**config.mk**
```make
export PLATFORM = sky130hd
export DESIGN_NAME = alu_ctrl_issue
export DESIGN_NICKNAME = d
export VERILOG_FILES = /design/src/rtl/alu_ctrl_issue.sv
export SDC_FILE = /design/constraint.sdc
export NUM_CORES = 1
export LEC_CHECK = 0
export BUFFER_PORTS_ARGS = -buffer_cell sky130_fd_sc_hd__buf_2
export CAP_MARGIN = 20
export CORE_MARGIN = 2
export CORE_UTILIZATION = 30
export CTS_CLUSTER_DIAMETER = 150
export CTS_CLUSTER_SIZE = 40
export DETAILED_ROUTE_END_ITERATION = 16
export MAX_ROUTING_LAYER = met4
export PLACE_DENSITY = 0.64
export SLEW_MARGIN = 20
export SYNTH_ARGS = -nofsm -noshare
export SYNTH_HDL_FRONTEND = slang
export SYNTH_SLANG_ARGS = --single-unit
```
**constraint.sdc**
```tcl
create_clock -name clk_i -period 4.45 [get_ports clk_i]
set_input_delay 0.89 -clock clk_i [delete_from_list [all_inputs] [get_ports clk_i]]
set_output_delay 0.89 -clock clk_i [all_outputs]
set_load 0.005 [all_outputs]
```
**src/rtl/alu_ctrl_issue.sv**
```systemverilog
// EX-stage ALU control register: decodes RV32 opcode/funct3/funct7 into a 4-bit ALU code.
// Also models multi-cycle MUL occupancy, during which the ID stage is backpressured.
module alu_ctrl_issue #(
    parameter int MUL_CYCLES = 3,
    parameter int CNT_W      = 4
) (
    input  logic       clk_i,
    input  logic       rst_i,
    input  logic       valid_i,
    input  logic [6:0] opcode_i,
    input  logic [2:0] funct3_i,
    input  logic [6:0] funct7_i,
    input  logic       stall_i,
    input  logic       flush_i,
    output logic       ready_o,
    output logic [3:0] ALUCtrl_o,
    output logic       valid_o,
    output logic       illegal_o,
    output logic       busy_o
);

    localparam logic [3:0] C_AND  = 4'b0000, C_XOR  = 4'b0001, C_SLL = 4'b0010,
                           C_ADD  = 4'b0011, C_SUB  = 4'b0100, C_MUL = 4'b0101,
                           C_ADDI = 4'b0110, C_SRAI = 4'b0111, C_LW  = 4'b1000,
                           C_SW   = 4'b1001, C_BEQ  = 4'b1010, C_ILL = 4'b1111;

    localparam logic [CNT_W-1:0] MUL_LOAD = CNT_W'(MUL_CYCLES - 1);

    logic [3:0]       dec_code;
    logic             dec_ill;
    logic [CNT_W-1:0] cnt;

    always_comb begin
        dec_code = C_ILL;
        case (opcode_i)
            7'b0110011: begin
                if (funct7_i == 7'b0000000) begin
                    case (funct3_i)
                        3'b111:  dec_code = C_AND;
                        3'b100:  dec_code = C_XOR;
                        3'b001:  dec_code = C_SLL;
                        3'b000:  dec_code = C_ADD;
                        default: dec_code = C_ILL;
                    endcase
                end else if (funct7_i == 7'b0100000 && funct3_i == 3'b000) begin
                    dec_code = C_SUB;
                end else if (funct7_i == 7'b0000001 && funct3_i == 3'b000) begin
                    dec_code = C_MUL;
                end
            end
            7'b0010011: begin
                // ADDI ignores funct7; SRAI needs the arithmetic-shift funct7
                if (funct3_i == 3'b000)
                    dec_code = C_ADDI;
                else if (funct3_i == 3'b101 && funct7_i == 7'b0100000)
                    dec_code = C_SRAI;
            end
            7'b0000011: if (funct3_i == 3'b010) dec_code = C_LW;
            7'b0100011: if (funct3_i == 3'b010) dec_code = C_SW;
            7'b1100011: if (funct3_i == 3'b000) dec_code = C_BEQ;
            default:    dec_code = C_ILL;
        endcase
        dec_ill = (dec_code == C_ILL);
    end

    assign busy_o  = (cnt != '0);
    assign ready_o = ~stall_i & ~busy_o;

    always_ff @(posedge clk_i) begin
        if (rst_i || flush_i) begin
            ALUCtrl_o <= 4'b0000;
            valid_o   <= 1'b0;
            illegal_o <= 1'b0;
            cnt       <= '0;
        end else if (busy_o) begin
            // MUL occupancy drains even under stall
            cnt <= cnt - 1'b1;
        end else if (stall_i) begin
            cnt <= cnt;
        end else if (valid_i) begin
            ALUCtrl_o <= dec_code;
            valid_o   <= 1'b1;
            illegal_o <= dec_ill;
            cnt       <= (dec_code == C_MUL) ? MUL_LOAD : '0;
        end else begin
            ALUCtrl_o <= 4'b0000;
            valid_o   <= 1'b0;
            illegal_o <= 1'b0;
        end
    end

endmodule

```
==> impl_metrics.json, run 1 <==
{
  "status": "finished clean",
  "synth_largest_area_cell": "dfxtp_1",
  "hp-class": "flip-flop to flip-flop",
  "cp-end-kind": "primary output",
  "drive_gt1_share_pct": 29.7,
  "stdcell_area_um2": 940,
  "io_pins": 30,
  "synth_seq_cells": 10,
  "final_cells": 158,
  "tns_ns": 0,
  "maxCapViolCount": 0,
  "viasPerCell": 5.22,
  "leakagePower_nw": 0.385,
  "finalCriticalPeriod_ns": 2.44,
  "synth_area_um2": 756,
  "clock_path_buffers": 2,
  "syn_area_per_cell_um2": 7.56,
  "finalHoldViolations": 0,
  "maxSlewViolCount": 0,
  "relSlewSlack_pct": 66.1,
  "final_nets": 152,
  "cpMaxStageDelayCell": "dfxtp_1",
  "syn_to_final_growth_pct": 24.3,
  "cp_top_family": "simple AND/OR/NAND/NOR gates",
  "synthSimpleGateAreaFrac_pct": 34.8,
  "cts_resized": 0,
  "skew_ns": 0.00171,
  "cts_tree": "done",
  "hold_buffers": 0,
  "max_freq_ghz": 0.410,
  "post-cts-setup-buffer-count": 0,
  "fillers": 277,
  "synth_warnings": 0,
  "place.gp.congestion": 0.895,
  "clock_sinks": 10,
  "start_util_pct": 31.1,
  "grt-ovfl-total": 0,
  "place_area_um2": 903,
  "antennaDiodeCount": 0,
  "wl_per_cell_um": 11.7,
  "synth_top_family_by_area": "simple AND/OR/NAND/NOR gates",
  "syn-num-nets": 123,
  "crit_path_frequent_cell": "inv_1",
  "rows": 18,
  "synth-seq-area-share_pct": 26.5,
  "coreArea_mm2": 0.00243,
  "arrival_ns": 1.55,
  "crit_chain": "inv_1 > ha_1 > nor3b_4 > nand2b_1 > inv_1 > buf_2",
  "path_max_fanout": 7,
  "drc": 0,
  "final_util_pct": 38.6,
  "clk_latency_ns": 0.26,
  "finalSetupViolations": 0,
  "port_buffers": 29,
  "numCtsBuffers": 3,
  "via_count": 825,
  "rsz0062_at_grt": "no",
  "grt_start_max_net_pins": 13,
  "die_w_um": 54.2,
  "clk_pin_slew_ns": 0.07,
  "post-route-period-util_pct": 54.8,
  "dieArea_mm2": 0.00294,
  "synth_mux_area_share_pct": 0,
  "dp_hpwl_mm": 1.49,
  "yosysTopAreaCellShare_pct": 26.5,
  "htreeDepth": 1,
  "synth_cell_types": 37,
  "grt_first_pass_wirelength_mm": 3.01,
  "dp_cells": 154,
  "yosys.area_share.adder_pct": 2.98,
  "grt_usage_pct": 14.2,
  "antenna_left": 0,
  "ir_drop_mv": 0.326,
  "synth_compound_area_share_pct": 22.8,
  "synth_xor_area_share_pct": 5.79,
  "path_class": "flip-flop to primary output",
  "worst-path-buf-inv": 3,
  "drtPass1Iterations": 7,
  "cp.required_ns": 3.56,
  "syn_inst": 100,
  "synth_area_leaders": "dfxtp_1, nor2_1, xnor2_1",
  "root_buffer": "clkbuf_4",
  "startpoint_type": "flip-flop",
  "routed_wl_mm": 1.85,
  "slowest_delay_ns": 0.32,
  "die_y_um": 54.2,
  "tightest_slew_ns": 0.501,
  "antenna_found_initial": 0,
  "grt_pass1_vias": 737,
  "dr.first_iter.drc_count": 12,
  "powerDensity_mw_per_mm2": 556
}
## synth_stat cells, drive strengths merged
cell type	number
nor2	14
dfxtp	10
nand2	8
nand3	6
a21oi	5
inv	5
o21ai	5
xnor2	5
a22oi	4
buf	4
nor3	4
nor3b	3
o211ai	3
a31oi	2
nand2b	2
nor2b	2
nor4	2
or2b	2
or3	2
a41oi	1
and3b	1
clkbuf	1
ha	1
maj3	1
nor4b	1
o22ai	1
o311ai	1
o31ai	1
o32a	1
o41ai	1
or2	1
## power breakdown
part           switching [mW]  internal (mW)  leakage [nW]
logic                   0.171          0.134         0.283
registers              0.0216          0.117        0.0812
clock network          0.0305         0.0497        0.0210
## per-stage QoR
stage | hold WS [ns] | power [mW] | worst slack [ns]
after global placement | 0.454 | 0.438 | 2.14
final | 0.462 | 0.523 | 2.01
after floorplan | 0.453 | 0.361 | 2.38
after global routing | 0.490 | 0.569 | 1.87
after CTS | 0.467 | 0.528 | 1.99
after detailed placement | 0.457 | 0.444 | 2.12
## kinds of logic (layout without fill, tap and decap cells)
group / Yosys count / in the layout
XOR/XNOR: 5 / 5
buffers and inverters: 10 / 38
AND/OR/NAND/NOR: 48 / 48
AO/OA/AOI/OAI: 25 / 25
flip-flops: 10 / 10
adder cells (fa/ha/maj): 2 / 2
## per-layer routing
layer | GRT usage [%] | part of all wire [%]
met5 | - | 0
met4 | 8.33 | 1.4
met3 | 1.94 | 7.5
met2 | 22.3 | 46
met1 | 17.1 | 45
## flip-flops by register name (all words and copies together) (netlist names)
| register | count |
|---|---|
| cnt | 4 |
| ALUCtrl_o | 4 |
| valid_o | 1 |
| illegal_o | 1 |
## cell type report
type / instances / area, µm² / area share, %
repair buffers: 29 / 145 / 15.4
flip-flops and latches: 10 / 200 / 21.3
clock buffers: 4 / 36.3 / 3.86
well taps: 30 / 37.5 / 3.99
inverters: 5 / 18.8 / 2.00
multi-input cells: 80 / 502 / 53.4
## worst min-delay path, stage by stage (launching register included)
cell and delay [ns]:
dfxtp_1 0.31, nand3_1 0.06, o21ai_1 0.05
## cell usage in the layout, fill, tap and decap left out, types with 2 or more instances in the layout
master	count
nor2b_1	2
nor4_1	2
buf_2	29
or2b_1	2
dfxtp_1	10
or3_1	2
o21ai_1	4
a21oi_1	5
nor3b_1	2
clkbuf_4	3
xnor2_1	5
inv_1	4
nor2_1	13
nor3_1	4
o211ai_1	3
a22oi_1	4
a31oi_1	2
nand2b_1	2
nand2_1	8
nand3_1	6
## worst paths after layout
path,from,to,slack (ns),cells past startpoint
setup / recovery,cnt[0],ready_o,2.01,6
hold / removal,illegal_o,illegal_o,0.46,2
setup reg to reg,cnt[0],cnt[1],2.56,9
hold reg to reg,illegal_o,illegal_o,0.46,2
No activity file was read; power rests on OpenSTA's default activity.
==> run 2, diff against run 1 <==
--- a/config.mk
+++ b/config.mk
@@ -13,7 +13,7 @@
 export CTS_CLUSTER_SIZE = 40
 export DETAILED_ROUTE_END_ITERATION = 16
 export MAX_ROUTING_LAYER = met4
-export PLACE_DENSITY = 0.64
+export PLACE_DENSITY = 0.66
 export SLEW_MARGIN = 20
 export SYNTH_ARGS = -nofsm -noshare
 export SYNTH_HDL_FRONTEND = slang
==> constraint.sdc (replaced) <==
create_clock -name clk_i -period 2.2 [get_ports clk_i]
set_input_delay 0.44 -clock clk_i [delete_from_list [all_inputs] [get_ports clk_i]]
set_output_delay 0.44 -clock clk_i [all_outputs]
set_load 0.005 [all_outputs]
==> run 2 against run 1 <==
- critical endpoint unchanged
- first-iteration DRC count grew 25%
- largest power group unchanged
- clock skew about the same
- sequential power rose by 110%
- utilization is the same
- non-clock buffer count stayed put
- sequential share of layout area unchanged
- design area is the same
==> impl_metrics.json, run 2 (synthesis results as in run 1) <==
{
  "status": "finished clean",
  "drive_gt1_share_pct": 29.7,
  "arrival_ns": 1.53,
  "cts_resized": 0,
  "dp_hpwl_mm": 1.45,
  "grtUsageMet2_pct": 22.5,
  "stdcell_area_um2": 940,
  "rows": 18,
  "layout_commonest_cell": "buf_2",
  "clk_latency_ns": 0.27,
  "htreeDepth": 1,
  "post-route-period-util_pct": 89.5,
  "tightest_slew_ns": 0.519,
  "crit_chain": "inv_1 > ha_1 > nor3b_4 > nand2b_1 > inv_1 > buf_2",
  "crit_path_frequent_cell": "inv_1",
  "hp-class": "flip-flop to flip-flop",
  "clock_sinks": 10,
  "slowest_delay_ns": 0.33,
  "maxSlewViolCount": 0,
  "antenna_left": 0,
  "finalCriticalPeriod_ns": 1.97,
  "port_buffers": 29,
  "r2r_cells": 9,
  "skew_ns": 0.00135,
  "dr.first_iter.drc_count": 15,
  "reg_top3": "ALUCtrl_o x4, cnt x4",
  "drc": 0,
  "root_buffer": "clkbuf_4",
  "layout_common_cells": "buf_2, nor2_1, dfxtp_1",
  "met3_usage_pct": 2.50,
  "rsz0062_at_grt": "no",
  "coreArea_mm2": 0.00243,
  "whs_path_depth": 2,
  "clock_path_buffers": 2,
  "finalSetupViolations": 0,
  "syn_to_final_growth_pct": 24.3,
  "via_count": 797,
  "dieArea_mm2": 0.00294,
  "die_y_um": 54.2,
  "drtPass1Iterations": 4,
  "grt_usage_pct": 13.4,
  "final_nets": 152,
  "ir_drop_mv": 0.755,
  "grt_first_pass_wirelength_mm": 2.73,
  "die_w_um": 54.2,
  "p_total_mw": 1.06,
  "grt_pass1_vias": 668,
  "place.gp.congestion": 0.904,
  "cp-end-kind": "primary output",
  "grt_start_max_net_pins": 13,
  "place_area_um2": 903,
  "hold_ws_ns": 0.463,
  "grt_busiest_layer": "met2",
  "final_cells": 158,
  "post-cts-setup-buffer-count": 0,
  "max_freq_ghz": 0.508,
  "grt-ovfl-total": 0,
  "cpMaxStageDelayCell": "dfxtp_1",
  "clk_pin_slew_ns": 0.07,
  "startpoint_type": "flip-flop",
  "antennaDiodeCount": 0,
  "viasPerCell": 5.04,
  "powerDensity_mw_per_mm2": 1120,
  "cp.required_ns": 1.76,
  "tns_ns": 0,
  "finalHoldViolations": 0,
  "antenna_found_initial": 0,
  "met1_usage_pct": 15.1,
  "path_max_fanout": 7,
  "hold_buffers": 0,
  "start_util_pct": 31.1,
  "relSlewSlack_pct": 64.9,
  "cts_tree": "done",
  "dp_cells": 154,
  "wl_per_cell_um": 11.5,
  "routed_wl_mm": 1.82,
  "path_class": "flip-flop to primary output",
  "numCtsBuffers": 3,
  "maxCapViolCount": 0,
  "io_pins": 30,
  "leakagePower_nw": 0.385
}
-- run 2: cell counts in the layout (fill, tap and decap cells not counted) --
Identical to the previous run, type by type.
-- run 2: critical path, delay by kind of cell (launching register included) --
| kind | cells | cell delay, ns |
|---|---|---|
| buffers and inverters | 3 | 0.26 |
| DFF | 1 | 0.33 |
| and+or+nand+nor | 2 | 0.50 |
| adders and majority gates | 1 | 0.18 |
-- run 2: final timing paths --
kind / startpoint / slack [ns] / end
hold / removal: illegal_o / 0.46 / illegal_o
hold reg to reg: illegal_o / 0.46 / illegal_o
setup reg to reg: cnt[0] / 0.31 / cnt[1]
setup / recovery: cnt[0] / 0.23 / ready_o
-- run 2: per-stage QoR --
stage                     utilization (%)  setup WS (ns)
after floorplan                         -          0.568
after global placement               37.1          0.361
after detailed placement             37.1          0.315
after CTS                            38.6          0.225
after global routing                 38.6          0.103
final                                38.6          0.231
-- run 2: per-layer routing --
layer | up-vias | routed length, µm
met4 | 0 | 34
met2 | 21 | 830
li1 | 418 | -
met5 | - | 0
met3 | 5 | 92
met1 | 353 | 865
-- run 2: layout make-up --
cell class	instances	area, µm²
Sequential cell	10	200
Multi-Input combinational cell	80	502
Timing Repair Buffer	29	145
Inverter	5	18.8
Fill cell	259	1490
Tap cell	30	37.5
Clock buffer	4	36.3
-- run 2: report_power, final --
group / switching (mW) / internal [mW]
Sequential: 0.0465 / 0.236
Combinational: 0.335 / 0.271
Clock: 0.0662 / 0.101
Total: 0.448 / 0.608
==> run 3, diff against run 2 <==
--- a/config.mk
+++ b/config.mk
@@ -7,7 +7,6 @@
 export LEC_CHECK = 0
 export BUFFER_PORTS_ARGS = -buffer_cell sky130_fd_sc_hd__buf_2
 export CAP_MARGIN = 20
-export CORE_MARGIN = 2
 export CORE_UTILIZATION = 30
 export CTS_CLUSTER_DIAMETER = 150
 export CTS_CLUSTER_SIZE = 40
==> run 3 against run 2 <==
- design area up 0.53%
- critical path depth unchanged
- non-clock buffer count up 1
- utilization up 2.5 points
==> impl_metrics.json, run 3 (synthesis results as in run 1) <==
{
  "clock_path_buffers": 2,
  "p_int_mw": 0.607,
  "ir_drop_mv": 0.647,
  "post-cts-setup-buffer-count": 0,
  "final_util_pct": 41.1,
  "leakagePower_nw": 0.390,
  "stdcell_area_um2": 945,
  "dr.first_iter.drc_count": 28,
  "finalCriticalPeriod_ns": 1.98,
  "dieArea_mm2": 0.00272,
  "dp_cells": 153,
  "syn_to_final_growth_pct": 25.0,
  "path_max_fanout": 7,
  "skew_ns": 0.000499,
  "startpoint_type": "flip-flop",
  "finalSetupViolations": 0,
  "drc": 0,
  "slowest_delay_ns": 0.33,
  "port_buffers": 29,
  "power.switching_mw": 0.451,
  "start_util_pct": 32.9,
  "tns_ns": 0,
  "r2r_start": "cnt[0]",
  "maxSlewViolCount": 0,
  "drive_gt1_share_pct": 30.2,
  "max_freq_ghz": 0.506,
  "die_w_um": 52.2,
  "antenna_found_initial": 0,
  "pre_cts_ws_ns": 0.328,
  "antennaDiodeCount": 0,
  "hold_path_end": "illegal_o",
  "place.gp.congestion": 0.779,
  "cpMaxStageDelayCell": "dfxtp_1",
  "rows": 17,
  "hold_buffers": 0,
  "htreeDepth": 1,
  "r2r_cells": 9,
  "numCtsBuffers": 3,
  "arrival_ns": 1.54,
  "p_total_mw": 1.06,
  "tightest_slew_ns": 0.364,
  "place_area_um2": 908,
  "clk_latency_ns": 0.26,
  "cp_top_family": "simple AND/OR/NAND/NOR gates",
  "grt-ovfl-total": 0,
  "rsz0062_at_grt": "no",
  "final_cells": 157,
  "die_y_um": 52.2,
  "relSlewSlack_pct": 75.6,
  "clk_pin_slew_ns": 0.07,
  "cts_resized": 0,
  "setup_ws_ns": 0.223,
  "root_buffer": "clkbuf_4",
  "crit_chain": "inv_1 > ha_1 > nor3b_4 > nand2b_1 > inv_1 > buf_2",
  "viasPerCell": 5.16,
  "path_class": "flip-flop to primary output",
  "antenna_left": 0,
  "io_pins": 30,
  "status": "finished clean",
  "grt_start_max_net_pins": 13,
  "cp.required_ns": 1.76,
  "hp-class": "flip-flop to flip-flop",
  "reg2reg_slack_ns": 0.33,
  "reg_top3": "ALUCtrl_o x4, cnt x4",
  "wl_per_cell_um": 11.3,
  "dp_hpwl_mm": 1.42,
  "routed_wl_mm": 1.78,
  "maxCapViolCount": 0,
  "clock_sinks": 10,
  "via_count": 810,
  "p_clk_share_pct": 15.8,
  "cp-end-kind": "primary output",
  "whs_path_depth": 2,
  "worst-path-buf-inv": 3,
  "grt_pass1_vias": 717,
  "hold_ws_ns": 0.468,
  "multi_input_area_um2": 502,
  "drtPass1Iterations": 4,
  "finalHoldViolations": 0,
  "seq_area_um2": 200,
  "crit_path_frequent_cell": "inv_1",
  "pwr-share-comb_pct": 57.7,
  "coreArea_mm2": 0.00230,
  "powerDensity_mw_per_mm2": 1120,
  "grt_first_pass_wirelength_mm": 3.01,
  "layout_common_cells": "buf_2, nor2_1, dfxtp_1",
  "cts_tree": "done",
  "hp-start": "illegal_o",
  "seqPwrFrac_pct": 26.5,
  "grt_usage_pct": 14.8,
  "layout_commonest_cell": "buf_2",
  "fillers": 243,
  "r2r-end": "cnt[1]",
  "netSwitchingFraction_pct": 42.6,
  "post-route-period-util_pct": 89.8,
  "final_nets": 153
}
==> run 3: cell count changes in the layout (fill, tap and decap cells not counted) <==
| cell | previous run | this run |
|---|---|---|
| buf_4 | 0 | 1 |
==> run 3: power by group through the flow <==
stage	Combinational [mW]	Sequential, mW	Clock, mW
final	0.611	0.281	0.167
after detailed placement	0.616	0.283	0
after CTS	0.617	0.281	0.170
after global routing	0.689	0.287	0.178
after global placement	0.593	0.283	0
after floorplan	0.452	0.279	0
==> run 3: final cells by class <==
cell class	count	area share (%)
well taps	28	3.71
repair buffers	30	16.2
multi-input cells	80	53.1
inverters	5	1.99
flip-flops and latches	10	21.2
clock buffers	4	3.84
==> run 3: how the worst max path moves through the flow <==
| stage | start | end | cells after the start | slack (ns) |
|---|---|---|---|---|
| floorplan | cnt[0] | cnt[1] | 9 | 0.57 |
| global placement | funct7_i[1] | cnt[1] | 6 | 0.39 |
| detailed placement | funct7_i[1] | cnt[1] | 6 | 0.33 |
| CTS | cnt[0] | ready_o | 6 | 0.21 |
| global route | cnt[0] | ready_o | 6 | 0.06 |
| finish | cnt[0] | ready_o | 6 | 0.22 |
==> run 3: routing by layer <==
metal / vias to the layer above / global-route usage [%] / routed length (µm)
met1: 361 / 19.2 / 828
met2: 27 / 23.5 / 811
met4: 0 / 6.58 / 29
met3: 4 / 1.16 / 111
li1: 418 / - / -
met5: - / - / 0
==> run 3: worst register-to-register path, stage by stage (launching register included) <==
cell and delay (ns):
dfxtp_1 0.33, inv_1 0.08, ha_1 0.18, nor3b_4 0.28
inv_2 0.12, nor2_4 0.18, o311ai_0 0.16, o31ai_1 0.12
nand2_1 0.13, o41ai_2 0.21
